==> src/rtl/comb_pkg.sv <==
// Shared switch encodings, default combination and sequencer state type
// for the combination-lock sequencer.
package comb_pkg;

    localparam logic [2:0]  SW_IDLE      = 3'b111;
    localparam logic [2:0]  SW_A         = 3'b011;
    localparam logic [2:0]  SW_B         = 3'b101;
    localparam logic [2:0]  SW_C         = 3'b110;
    localparam logic [11:0] DEFAULT_CODE = {SW_B, SW_C, SW_A, SW_B};
    localparam int          TIMER_W      = 8;

    typedef enum logic [2:0] {
        ST_IDLE,
        ST_PRESS,
        ST_GAP,
        ST_WAIT_LED,
        ST_DONE
    } seq_state_t;

    // Step 0 lives in the most significant triplet.
    function automatic logic [2:0] code_step(input logic [11:0] code, input logic [1:0] step);
        logic [2:0] r;
        case (step)
            2'd0:    r = code[11:9];
            2'd1:    r = code[8:6];
            2'd2:    r = code[5:3];
            default: r = code[2:0];
        endcase
        return r;
    endfunction

endpackage

==> src/rtl/comb_timer.sv <==
// Loadable 8-bit down-counter; expiry is flagged while the count sits at 1.
module comb_timer
    import comb_pkg::*;
(
    input  logic               clk,
    input  logic               reset,
    input  logic               i_load,
    input  logic [TIMER_W-1:0] i_load_val,
    output logic               o_expired
);

    logic [TIMER_W-1:0] r_count;

    // Stops at zero rather than wrapping so a stale count never re-expires.
    always_ff @(posedge clk) begin
        if (reset)
            r_count <= '0;
        else if (i_load)
            r_count <= i_load_val;
        else if (r_count != '0)
            r_count <= r_count - 1'b1;
    end

    assign o_expired = (r_count == TIMER_W'(1));

endmodule

==> src/rtl/comb_sequencer.sv <==
// Plays a stored four-step switch code into a combination lock and reports
// whether the lock's LED came on before the timeout.
module comb_sequencer
    import comb_pkg::*;
#(
    parameter int HOLD_CYCLES    = 1,
    parameter int GAP_CYCLES     = 2,
    parameter int TIMEOUT_CYCLES = 8
) (
    input  logic        clk,
    input  logic        reset,
    input  logic        start,
    input  logic        code_load,
    input  logic [11:0] code_in,
    input  logic        led_in,
    output logic [2:0]  switch,
    output logic        busy,
    output logic        done,
    output logic        unlocked
);

    localparam logic [TIMER_W-1:0] L_HOLD    = TIMER_W'(HOLD_CYCLES);
    localparam logic [TIMER_W-1:0] L_GAP     = TIMER_W'(GAP_CYCLES);
    localparam logic [TIMER_W-1:0] L_TIMEOUT = TIMER_W'(TIMEOUT_CYCLES);

    seq_state_t         r_state, w_state_next;
    logic [1:0]         r_step, w_step_next;
    logic [11:0]        r_code;
    logic               r_unlocked, w_unlocked_next;
    logic               w_tmr_load;
    logic [TIMER_W-1:0] w_tmr_val;
    logic               w_tmr_exp;

    comb_timer u_timer (
        .clk        (clk),
        .reset      (reset),
        .i_load     (w_tmr_load),
        .i_load_val (w_tmr_val),
        .o_expired  (w_tmr_exp)
    );

    always_ff @(posedge clk) begin
        if (reset) begin
            r_state    <= ST_IDLE;
            r_step     <= 2'd0;
            r_unlocked <= 1'b0;
            r_code     <= DEFAULT_CODE;
        end else begin
            r_state    <= w_state_next;
            r_step     <= w_step_next;
            r_unlocked <= w_unlocked_next;
            // Loading in the start cycle means the new code is what gets played.
            if (r_state == ST_IDLE && code_load)
                r_code <= code_in;
        end
    end

    always_comb begin
        w_state_next    = r_state;
        w_step_next     = r_step;
        w_unlocked_next = r_unlocked;
        w_tmr_load      = 1'b0;
        w_tmr_val       = '0;
        case (r_state)
            ST_IDLE: begin
                if (start) begin
                    w_state_next    = ST_PRESS;
                    w_step_next     = 2'd0;
                    w_unlocked_next = 1'b0;
                    w_tmr_load      = 1'b1;
                    w_tmr_val       = L_HOLD;
                end
            end
            ST_PRESS: begin
                if (w_tmr_exp) begin
                    w_tmr_load = 1'b1;
                    if (r_step != 2'd3) begin
                        w_state_next = ST_GAP;
                        w_tmr_val    = L_GAP;
                    end else begin
                        w_state_next = ST_WAIT_LED;
                        w_tmr_val    = L_TIMEOUT;
                    end
                end
            end
            ST_GAP: begin
                if (w_tmr_exp) begin
                    w_state_next = ST_PRESS;
                    w_step_next  = r_step + 2'd1;
                    w_tmr_load   = 1'b1;
                    w_tmr_val    = L_HOLD;
                end
            end
            ST_WAIT_LED: begin
                if (led_in) begin
                    w_state_next    = ST_DONE;
                    w_unlocked_next = 1'b1;
                end else if (w_tmr_exp) begin
                    w_state_next    = ST_DONE;
                    w_unlocked_next = 1'b0;
                end
            end
            ST_DONE: w_state_next = ST_IDLE;
            default: w_state_next = ST_IDLE;
        endcase
    end

    assign switch   = (r_state == ST_PRESS) ? code_step(r_code, r_step) : SW_IDLE;
    assign busy     = (r_state != ST_IDLE);
    assign done     = (r_state == ST_DONE);
    assign unlocked = r_unlocked;

endmodule

==> config.mk <==
export PLATFORM = sky130hd
export DESIGN_NAME = comb_sequencer
export DESIGN_NICKNAME = d
export VERILOG_FILES = /design/src/rtl/comb_pkg.sv /design/src/rtl/comb_timer.sv /design/src/rtl/comb_sequencer.sv
export SDC_FILE = /design/constraint.sdc
export NUM_CORES = 1
export LEC_CHECK = 0
export ABC_AREA = 1
export BUFFER_PORTS_ARGS = -buffer_cell sky130_fd_sc_hd__buf_2
export CAP_MARGIN = 40
export CORE_ASPECT_RATIO = 1.4
export CORE_UTILIZATION = 29
export DETAILED_ROUTE_END_ITERATION = 10
export PLACE_DENSITY = 0.47
export SYNTH_ARGS = -nofsm -noshare
export SYNTH_HDL_FRONTEND = slang
export SYNTH_SLANG_ARGS = --single-unit
export TNS_END_PERCENT = 10
==> constraint.sdc <==
create_clock -name clk -period 1.48 [get_ports clk]
set_input_delay 0.074 -clock clk [delete_from_list [all_inputs] [get_ports clk]]
set_output_delay 0.074 -clock clk [all_outputs]
set_load 0.05 [all_outputs]
* After elaboration in Yosys (flattened, before gate mapping)
Cells that the tools add are included.
** Storage, ports and cells
- Output and inout bits :: 6
- Input port bits :: 17
- Register bits :: 26
- Logic and storage cells :: 57
** Cells by class
- Reductions and logical operators :: 12
- Equality and inequality tests :: 12
- Multiplexer cells :: 26
- Add/subtract/negate cells :: 2
** Operator list (count)
- two-way mux 3 bit :: 6
- two-way mux 8 bit :: 2
- one-hot mux 3 bit (4 select lines) :: 1
- one-hot mux 4 bit (3 select lines) :: 1
- one-hot mux 3 bit (3 select lines) :: 1
- equality test 8 x 1 -> 1 bit, second input constant :: 1
- two-way mux 1 bit :: 8
- two-way mux 4 bit :: 2
- nonzero test 8 bit :: 1
- subtractor 8 x 1 -> 8 bit, second input constant :: 1
- equality test 3 x 2 -> 1 bit, second input constant :: 2
- AND reduction 3 bit :: 2
- nonzero test 2 bit :: 3
- two-way mux 2 bit :: 2
- inequality test 2 x 1 -> 1 bit, second input constant :: 2
- inequality test 2 bit, second input constant :: 2
- one-hot mux 1 bit (2 select lines) :: 2
- one-hot mux 2 bit (2 select lines) :: 1
- AND reduction 4 bit :: 1
- equality test 3 x 1 -> 1 bit, second input constant :: 1
- equality test 3 bit, second input constant :: 1
- logical NOT 3 bit :: 1
- inequality test 3 x 2 -> 1 bit, second input constant :: 1
- nonzero test 3 bit :: 1
- other kinds (6) :: 6

* Longest topological paths before layout
- Word-level depth :: 5
- Mapped depth :: 9
- Gate-level depth less buffers :: 9

* Modules after synthesis
From an unflattened synthesis, not the netlist that was laid out.
** Unflattened totals
- Cell total of the unflattened synthesis :: 234
- Area, all modules :: 1502.7 um2
** Modules (own cells, without submodules)
- comb_sequencer :: cells an instance 145, instances 1, area each 948.4 um2, seq. area each 360.3 um2
- comb_timer :: cells an instance 89, instances 1, area each 554.3 um2, seq. area each 160.2 um2

* Worst setup path after synthesis
OpenSTA, ideal clock, no wires.
- Kind :: reg-to-output
- Start :: register r_state[2]
- End :: output port done
- Arrival time :: 1.475 ns
- Stages on the path, launching flop included :: 3
- Buffers on the path :: 0
- Slack :: -0.069 ns
- Required time :: 1.406 ns
- Cells stage by stage :: dfxtp_1 > inv_1 > nor3_1
** Between the ends
- Longest elaborated chain between the ends :: 1
** Ends and longest elaborated chain
- start: declaration :: RTL line comb_sequencer.sv:26 : seq_state_t r_state, w_state_next;
- start signal: assignment :: RTL line comb_sequencer.sv:49 : r_state <= w_state_next;
- equality test 3 bit :: RTL line comb_sequencer.sv:110 : assign done = (r_state == ST_DONE);
- end: declaration :: RTL line comb_sequencer.sv:18 : output logic done,
Every way passes these cells.

* Final worst setup path
- Start :: register r_step[0]
- End :: output port switch[1]
** Between the ends
- Longest elaborated chain between the ends :: 3
- Elaborated cells on any way between the ends :: 5
- Classes of those cells :: 2 x eq/ne; 2 x mux; 1 x reduce/logical
** Ends and longest elaborated chain
- start: declaration :: RTL line comb_sequencer.sv:27 : logic [1:0] r_step, w_step_next;
- start signal: assignment :: RTL line comb_sequencer.sv:50 : r_step <= w_step_next;
- equality test 2 bit (tied with other cells) :: RTL line comb_pkg.sv:23 : case (step)
- one-hot mux 3 bit (3 select lines) * :: RTL line comb_pkg.sv:23
- two-way mux 3 bit * :: RTL line comb_sequencer.sv:108 : assign switch = (r_state == ST_PRESS) ? code_step(r_code, r_step) : SW_IDLE;
- end: declaration :: RTL line comb_sequencer.sv:16 : output logic [2:0] switch,
Mark *: on every way between the ends. The rest lies on a longest branch, timed or not.

==> results.tsv <==
metric	value	unit
wl_met1	1.48	mm
synthDistinctLibCells	26	
clockBufferDepth	2	
cts_buffers	3	
power_density	2100	mW/mm²
syn-num-nets	233	
io_buffers	22	
cpPeakStageDelay	0.39	ns
vdd_drop_max	0.716	mV
cts_root_buf	clkbuf_8	
crit_chain	inv_6, ha_4, nand2_2, a31o_2, o211ai_1, buf_4	
drt_iter0_markers	47	
comb_power_share	0.562	
grt_pass1_vias	1365	
finalSetupViolCount	2	
met2WireLength	1.82	mm
p_sw	1.85	mW
grt_max_degree	16	
io_pins	23	
place_hpwl	2.61	mm
insertion_delay	0.27	ns
grt_setup_unrepaired	true	
route.met3.wl	67	µm
drv_slew	0	
status	finished, violations left	
wl	3.40	mm
final_area	0.00188	mm²
yosysWarnings	0	
postPlaceCellArea	0.00164	mm²
route.detailed.drc	0	
synth_edf_count	0	
fmax	653	MHz
ys_async_sr_fraction	0	
dr.pass1.iters	4	
seq_power_share	0.289	
skew	0.00478	ns
finalSetupTns	-0.0920	ns
crit_required	1.41	ns
p_sw_frac	0.471	
grtUsageTotal	0.137	
synth_ff_type	dfxtp_1	
path_delay_family	flip-flops	
antenna_cells	0	
cts_htree_levels	1	
nets	266	
worstPathArrival	1.46	ns
gp_congestion	0.750	
drive_gt1_frac	0.283	
holdWs	0.00761	ns
crit_slowest_cell	dfxtp_4	
endpoint_kind	output port	
setup_ws	-0.0524	ns
tightest_slew	0.420	ns
worstSetupPathType	reg2out	
dieWidth	62.3	µm
clock_power_share	0.149	
antenna_found_initial	0	
finalCritPeriodShare	1.04	
violations	negative setup slack	
synthCells	208	
yosys_register_bits	26	
core	0.00488	mm²
cts_tree	done	
vias	1359	
final_util	0.384	
maxSlewHeadroom	0.720	
syn_to_final_growth	27.2	%
grt_pass1_wl	5.90	mm
min_period	1.53	ns
hold_class	in2reg	
worstPathMaxFanout	4	
synth_area_per_cell	7.09	µm²
drtAntennaViolNets	0	
initial_utilization	0.302	
dieArea	0.00538	mm²
syn_area	0.00147	mm²
start_kind	flip-flop	
highest_layer	met4	
cts.sink_count	26	
fin_total_pwr	3.94	mW
p_leak	0.887	nW
ys_seq_area_frac	0.353	
cap_viol_max_count	0	
grt-ovfl-total	0	
num_rows	30	
post_drt_wl_per_cell	11.2	µm
critPathBufInv	2	
die_h	86.4	µm
hold_viol_final	0	
vias_per_cell	4.47	
clkTransAtPathRegs	0.09	ns
internal_power	2.09	mW
==> worst reg2reg max path: cells and delay by family (launching register included) <==
family,cells,cell delay [ns]
AND/OR/NAND/NOR,8,0.88
flip-flops,1,0.36
==> kinds of logic (layout without fill, tap and decap cells) <==
| group | after synthesis | after routing | synth area share |
|---|---|---|---|
| fa+ha+maj | 8 | 8 | 0.0679 |
| flops | 26 | 26 | 0.353 |
| xor+xnor | 3 | 3 | 0.0178 |
| simple gates | 122 | 122 | 0.393 |
| buf+inv | 27 | 59 | 0.0806 |
| compound gates | 22 | 22 | 0.0874 |
==> path summary, 6_finish.rpt <==
| check | from | endpoint | slack (ns) | depth (start not counted) |
|---|---|---|---|---|
| setup / recovery | r_step[0]$_SDFFE_PP0P_ | switch[1] | -0.05 | 6 |
| hold / removal | code_in[0] | r_code[0]$_SDFFE_PP1P_ | 0.008 | 3 |
| setup reg to reg | u_timer.r_count[4]$_SDFFE_PP0P_ | u_timer.r_count[1]$_SDFFE_PP0P_ | 0.13 | 8 |
| hold reg to reg | unlocked$_SDFFE_PP0P_ | unlocked$_SDFFE_PP0P_ | 0.46 | 2 |
==> registers in the layout, summed over array words and instances (netlist names) <==
| signal | cells |
|---|---|
| u_timer.r_count | 8 |
| r_state | 3 |
| r_step | 2 |
| unlocked | 1 |
| r_code | 12 |
==> what timing repair did <==
item                       CTS  global route
buffers inserted             2             1
pin swaps                    5             3
resized for setup           20             5
hold buffers                 6             0
hold endpoints to repair     6             0
setup endpoints to repair    3             5
==> layout by cell type (no fill, tap or decap), drive strengths merged, types with 3 or more instances in the layout <==
cell         synthesis  final
nor2                29     29
clkbuf               0      3
nand2               67     67
xor2                 3      3
a21oi               14     14
inv                 23     23
dfxtp               26     26
o21ai                5      5
nand3               23     23
ha                   8      8
buf                  4     26
dlygate4sd3          0      6
==> final cells by class <==
type / count / area (µm²)
clock buffer: 3 / 41.3
fill: 538 / 3000
inverter: 23 / 96.3
timing repair buffer: 32 / 215
clock inverter: 1 / 30.0
tap: 64 / 80.1
multi-input combinational: 155 / 885
sequential: 26 / 528
==> metrics by stage <==
step | std cells | setup slack, ns
after floorplan | 208 | -0.0103
after global placement | 291 | 0.0515
after detailed placement | 291 | 0.0587
after CTS | 303 | -0.0676
after global routing | 304 | -0.129
final | 304 | -0.0524
==> routing by layer <==
metal,track usage,up-vias
met2,0.265,16
met1,0.150,619
met4,0.0507,0
met5,0,-
li1,-,722
met3,0.0184,2
==> cells in the mapped netlist, types with 2 or more instances <==
| master | n | area, µm² |
|---|---|---|
| nand2_1 | 59 | 221 |
| dfxtp_1 | 26 | 521 |
| nor2_1 | 23 | 86.3 |
| nand3_1 | 20 | 100 |
| inv_1 | 18 | 67.6 |
| a21oi_1 | 12 | 60.1 |
| ha_1 | 8 | 100 |
| nand2_2 | 6 | 37.5 |
| inv_2 | 5 | 18.8 |
| nor2_4 | 4 | 45.0 |
| xor2_1 | 3 | 26.3 |
| a21oi_2 | 2 | 17.5 |
| buf_2 | 2 | 10.0 |
| buf_6 | 2 | 22.5 |
| nand2_4 | 2 | 22.5 |
| nand3_2 | 2 | 20.0 |
| nor2_2 | 2 | 12.5 |
| nor3_1 | 2 | 10.0 |
| o21ai_0 | 2 | 10.0 |
| o21ai_1 | 2 | 10.0 |
==> power by group through the flow <==
stage,Combinational [mW],Sequential [mW],Clock (mW)
after detailed placement,2.10,1.12,0
after global routing,2.53,1.17,0.644
final,2.22,1.14,0.589
after global placement,2.13,1.13,0
after CTS,2.22,1.13,0.617
after floorplan,1.74,1.08,0
Note: power is estimated with default switching activity, not from simulation.
